### src/rtl/instr_encoder.sv
// Packs decoded DLX fields into 32-bit words and writes them to consecutive imem addresses.
// One cycle from accepted beat to ImemWE; a stalled write holds InReady low until ImemReady.
module instr_encoder #(
    parameter int ADDR_W = 32,
    parameter int CNT_W  = 16
) (
    input  logic              clk,
    input  logic              reset,
    input  logic              Start,
    input  logic [ADDR_W-1:0] BaseAddr,
    input  logic              InValid,
    output logic              InReady,
    input  logic              InLast,
    input  logic [5:0]        InOp,
    input  logic [5:0]        InFunct,
    input  logic [4:0]        InRs,
    input  logic [4:0]        InRt,
    input  logic [4:0]        InRd,
    input  logic [15:0]       InImm,
    input  logic [25:0]       InTarget,
    output logic              ImemWE,
    input  logic              ImemReady,
    output logic [ADDR_W-1:0] ImemAddr,
    output logic [31:0]       ImemWD,
    output logic              Busy,
    output logic              Done,
    output logic [CNT_W-1:0]  WordCount,
    output logic [CNT_W-1:0]  ErrCount
);

    typedef enum logic [1:0] {
        S_IDLE,
        S_ACTIVE,
        S_FLUSH,
        S_DONE
    } state_t;

    localparam logic [CNT_W-1:0] CNT_MAX = '1;

    state_t            r_state;
    logic              r_we;
    logic [ADDR_W-1:0] r_addr;
    logic [31:0]       r_wd;
    logic [CNT_W-1:0]  r_words;
    logic [CNT_W-1:0]  r_errs;
    logic              r_last_seen;

    logic              w_supported;
    logic [31:0]       w_word;
    logic              w_accept;
    logic              w_wr_done;

    always_comb begin
        w_supported = 1'b0;
        w_word      = {InOp, InRs, InRt, InImm};
        if (InOp == 6'h00) begin
            w_word = {6'h00, InRs, InRt, InRd, 5'h00, InFunct};
            case (InFunct)
                6'h04, 6'h06, 6'h07, 6'h20, 6'h22, 6'h24,
                6'h25, 6'h26, 6'h28, 6'h29, 6'h2a, 6'h2c: w_supported = 1'b1;
                default: w_supported = 1'b0;
            endcase
        end else begin
            case (InOp)
                6'h02, 6'h03: begin
                    w_supported = 1'b1;
                    w_word      = {InOp, InTarget};
                end
                6'h04, 6'h05, 6'h08, 6'h0a, 6'h0c, 6'h0d, 6'h0e, 6'h0f,
                6'h12, 6'h13, 6'h14, 6'h16, 6'h17, 6'h18, 6'h19, 6'h1a,
                6'h1c, 6'h23, 6'h2b: w_supported = 1'b1;
                default: w_supported = 1'b0;
            endcase
        end
    end

    assign InReady   = (r_state == S_ACTIVE) && (!r_we || ImemReady);
    assign w_accept  = InValid && InReady;
    assign w_wr_done = r_we && ImemReady;

    always_ff @(posedge clk or posedge reset) begin
        if (reset) begin
            r_state     <= S_IDLE;
            r_we        <= 1'b0;
            r_addr      <= '0;
            r_wd        <= '0;
            r_words     <= '0;
            r_errs      <= '0;
            r_last_seen <= 1'b0;
        end else begin
            // Completion first so a same-cycle acceptance can reload the register.
            if (w_wr_done) begin
                r_we   <= 1'b0;
                r_addr <= r_addr + ADDR_W'(4);
                if (r_words != CNT_MAX) r_words <= r_words + CNT_W'(1);
            end
            if (w_accept) begin
                if (w_supported) begin
                    r_we <= 1'b1;
                    r_wd <= w_word;
                end else if (r_errs != CNT_MAX) begin
                    r_errs <= r_errs + CNT_W'(1);
                end
                if (InLast) r_last_seen <= 1'b1;
            end
            case (r_state)
                S_IDLE: if (Start) begin
                    r_state     <= S_ACTIVE;
                    r_addr      <= {BaseAddr[ADDR_W-1:2], 2'b00};
                    r_words     <= '0;
                    r_errs      <= '0;
                    r_last_seen <= 1'b0;
                end
                S_ACTIVE: if (w_accept && InLast) r_state <= S_FLUSH;
                S_FLUSH: if (r_last_seen && !r_we) begin
                    r_state     <= S_DONE;
                    r_last_seen <= 1'b0;
                end
                default: r_state <= S_IDLE;
            endcase
        end
    end

    assign ImemWE    = r_we;
    assign ImemAddr  = r_addr;
    assign ImemWD    = r_wd;
    assign WordCount = r_words;
    assign ErrCount  = r_errs;
    assign Busy      = (r_state != S_IDLE);
    assign Done      = (r_state == S_DONE);

endmodule

### config.mk
export PLATFORM = sky130hd
export DESIGN_NAME = instr_encoder
export DESIGN_NICKNAME = d
export VERILOG_FILES = /design/src/rtl/instr_encoder.sv
export SDC_FILE = /design/constraint.sdc
export NUM_CORES = 1
export LEC_CHECK = 0
export ABC_AREA = 0
export CORE_MARGIN = 5
export CORE_UTILIZATION = 40
export DETAILED_ROUTE_END_ITERATION = 6
export HOLD_SLACK_MARGIN = 0.02
export PLACE_DENSITY = 0.77
export SYNTH_ARGS = -nofsm -noshare
export SYNTH_HDL_FRONTEND = slang
export SYNTH_SLANG_ARGS = --single-unit
export TNS_END_PERCENT = 10
### constraint.sdc
create_clock -name clk -period 2.9 [get_ports clk]
set_input_delay 0.435 -clock clk [delete_from_list [all_inputs] [get_ports clk]]
set_output_delay 0.435 -clock clk [all_outputs]
set_load 0.01 [all_outputs]
==> impl_metrics.json <==
{
  "status": "completed",
  "ctsResizeCount": 0,
  "io_pins": 207,
  "cts_buffers": 9,
  "rrSetupSlack_ns": 0.55,
  "insertion_delay_ns": 0.34,
  "drt_first_pass_iters": 4,
  "path_delay_family": "compound AO/OA/AOI/OAI gates",
  "hold_path_depth": 2,
  "fillers": 1152,
  "setup_tns_ns": 0,
  "path_cells": "clkdlybuf4s50_1, nand2b_1, a21oi_1, o31ai_4, nand4_2, buf_4, o311ai_0, nand2_1",
  "drtIter0Drc": 219,
  "reg2reg_depth": 7,
  "fp.dieH_um": 126,
  "total_leakage_power_nw": 3.26,
  "worstSetupPathType": "in2reg",
  "htree_levels": 3,
  "layout-drive-gt1-share_pct": 7.07,
  "gp_routability_congestion": 0.816,
  "clkSlewWorstSetupHoldPaths_ns": 0.07,
  "r2r_end": "ErrCount[5]",
  "core_area_sq_um": 13200,
  "end_kind": "register",
  "cts.sinks": 98,
  "hold_viol": 0,
  "grt_use_total_pct": 19.2,
  "post-route-period-util_pct": 84.3,
  "yosysWarnings": 0,
  "wl_per_cell_um": 16.4,
  "slowest_delay_ns": 0.49,
  "die_w_um": 126,
  "skew_ns": 0.00391,
  "synth-seq-cells": 98,
  "hold_path_class": "reg2reg",
  "worstPathArrival_ns": 2.66,
  "placementRows": 42,
  "cp-start-kind": "primary input",
  "pwr_density_cell_nw_per_um2": 750,
  "final_cell_mix": "202 x clkdlybuf4s50_1, 98 x dfrtp_1, 64 x nand2_1",
  "first_global_vias": 4989,
  "vdd_drop_max_mv": 0.350,
  "hpwlAfterDp_mm": 11.5,
  "via_per_inst": 5.21,
  "cts_root_buf": "clkbuf_16",
  "antenna_cells": 0,
  "slew_headroom_pct": 47.6,
  "cts_tree": "yes",
  "layout_commonest_cell": "clkdlybuf4s50_1",
  "required_ns": 3.11,
  "ys_seq_area_share_pct": 45.6,
  "dp.cells": 925,
  "drtAntennaViolNets": 0,
  "r2r-start": "ErrCount[0]",
  "synth_cell_types": 49,
  "antenna_found_initial": 0,
  "holdPathEnd": "ImemWD[9]",
  "initial_core_util_pct": 40.8,
  "dieArea_sq_um": 15900,
  "synthCells": 563,
  "rsz0062_at_grt": "no",
  "nNetsFinal": 874,
  "synthArstFlopShare_pct": 100,
  "crit_fanout": 15,
  "io_buffer_count": 202,
  "path_buf_inv": 2,
  "netlist_area_sq_um": 5380,
  "clock_path_buffers": 2,
  "ys.flop_type": "dfrtp_1",
  "routed_wirelength_mm": 15.4,
  "drv_slew": 0,
  "grt_pass1_wl_mm": 25.3,
  "max_cap_viol_count": 0,
  "min_from": "ImemWD[9]",
  "fmax_mhz": 409,
  "drc_errors": 0,
  "final_cells": 940,
  "vias": 4897,
  "period_minus_slack_ns": 2.45,
  "syn_area_per_cell_sq_um": 9.55,
  "cpMaxStageDelayCell": "clkdlybuf4s50_1",
  "finalSetupViolCount": 0,
  "tightestPinTransition_ns": 0.779,
  "post_cts.repair.setup_buffers": 0,
  "grt_start_max_net_pins": 99,
  "synth-edff-count": 0,
  "cts_hold_buf": 0,
  "overflow": 0,
  "syn_to_final_growth_pct": 47.0
}
## metal layers
metal / GRT usage (%) / vias to the layer above / part of all wire (%) / wire [um]
met5: 0 / - / 0 / 0
met4: 8.20 / 0 / 2.4 / 369
met3: 3.47 / 23 / 3.8 / 584
met2: 32.6 / 121 / 51 / 7810
met1: 24.2 / 2363 / 43 / 6660
li1: - / 2390 / - / -
## stage by stage
stage               setup WS (ns)  power, mW  instance area (sq um)  utilization, %  hold slack (ns)
floorplan                   0.820       3.29                   5390               -            0.464
global placement            0.170       4.61                   7600            57.6            0.472
detailed placement         0.0989       4.71                   7600            57.6            0.472
CTS                         0.441       6.01                   7910            59.9            0.489
global route                0.232       6.29                   7910            59.9            0.530
finish                      0.455       5.93                   7910            59.9            0.489
## tightest hold or removal path: cells and delay by family (launching register included)
kind	cells	cell delay, ns
flip-flops	1	0.35
AND/OR/NAND/NOR	1	0.06
AO/OA/AOI/OAI	1	0.05
## cells by family after synthesis
logic type / count (synthesis) / synth area share (%)
AND/OR/NAND/NOR: 224 / 20.9
AO/OA/AOI/OAI: 107 / 12.3
other: 1 / 0.0697
adder cells (fa/ha/maj): 7 / 1.63
buffers and inverters: 38 / 3.47
multiplexers: 47 / 9.42
XOR/XNOR: 41 / 6.68
flip-flops: 98 / 45.6
## sequential cells by signal (all words and copies together) (netlist names)
register	count
r_last_seen	1
ErrCount	16
ImemWE	1
ImemWD	32
r_state	2
WordCount	16
ImemAddr	30
## how the worst max path moves through the flow
stage	depth (start not counted)	from	end
global placement	7	InOp[2]	ImemWD[11]
floorplan	6	InOp[2]	ImemWD[26]
finish	8	InFunct[3]	ErrCount[8]
CTS	8	InFunct[3]	ErrCount[8]
global route	8	InFunct[3]	ErrCount[8]
detailed placement	8	InOp[2]	ImemWD[8]
## area by class of cell
cell class | count | area (sq um) | area share, %
Sequential cell | 98 | 2450 | 31.0
Clock buffer | 9 | 225 | 2.85
Clock inverter | 6 | 82.6 | 1.04
Inverter | 11 | 45.0 | 0.570
Timing Repair Buffer | 212 | 2130 | 27.0
Multi-Input combinational cell | 428 | 2750 | 34.7
Tap cell | 176 | 220 | 2.79
## cells in the mapped netlist (all sizes together), types with 3 or more instances
library cell / number / area, sq um
xor2: 28 / 245
a21oi: 31 / 155
xnor2: 13 / 114
mux2: 17 / 206
or4: 7 / 52.6
dfrtp: 98 / 2450
nand4: 13 / 87.6
inv: 11 / 41.3
a31oi: 5 / 46.3
o31ai: 13 / 111
nor3: 9 / 56.3
clkbuf: 15 / 56.3
nand3: 32 / 160
mux2i: 30 / 300
nand2: 64 / 240
a311oi: 4 / 35.0
ha: 7 / 87.6
nor4: 3 / 18.8
nand2b: 15 / 93.8
a211oi: 6 / 45.0
and4: 4 / 35.0
nor2b: 5 / 31.3
or3: 6 / 42.5
o21ai: 41 / 205
buf: 12 / 88.8
nor2: 45 / 169
and3: 15 / 93.8
## report_power, final
part           internal (mW)  switching (mW)
Sequential              1.83           0.407
Clock                  0.747           0.521
Combinational           1.37            1.05
Power figures use the tool's default switching activity.
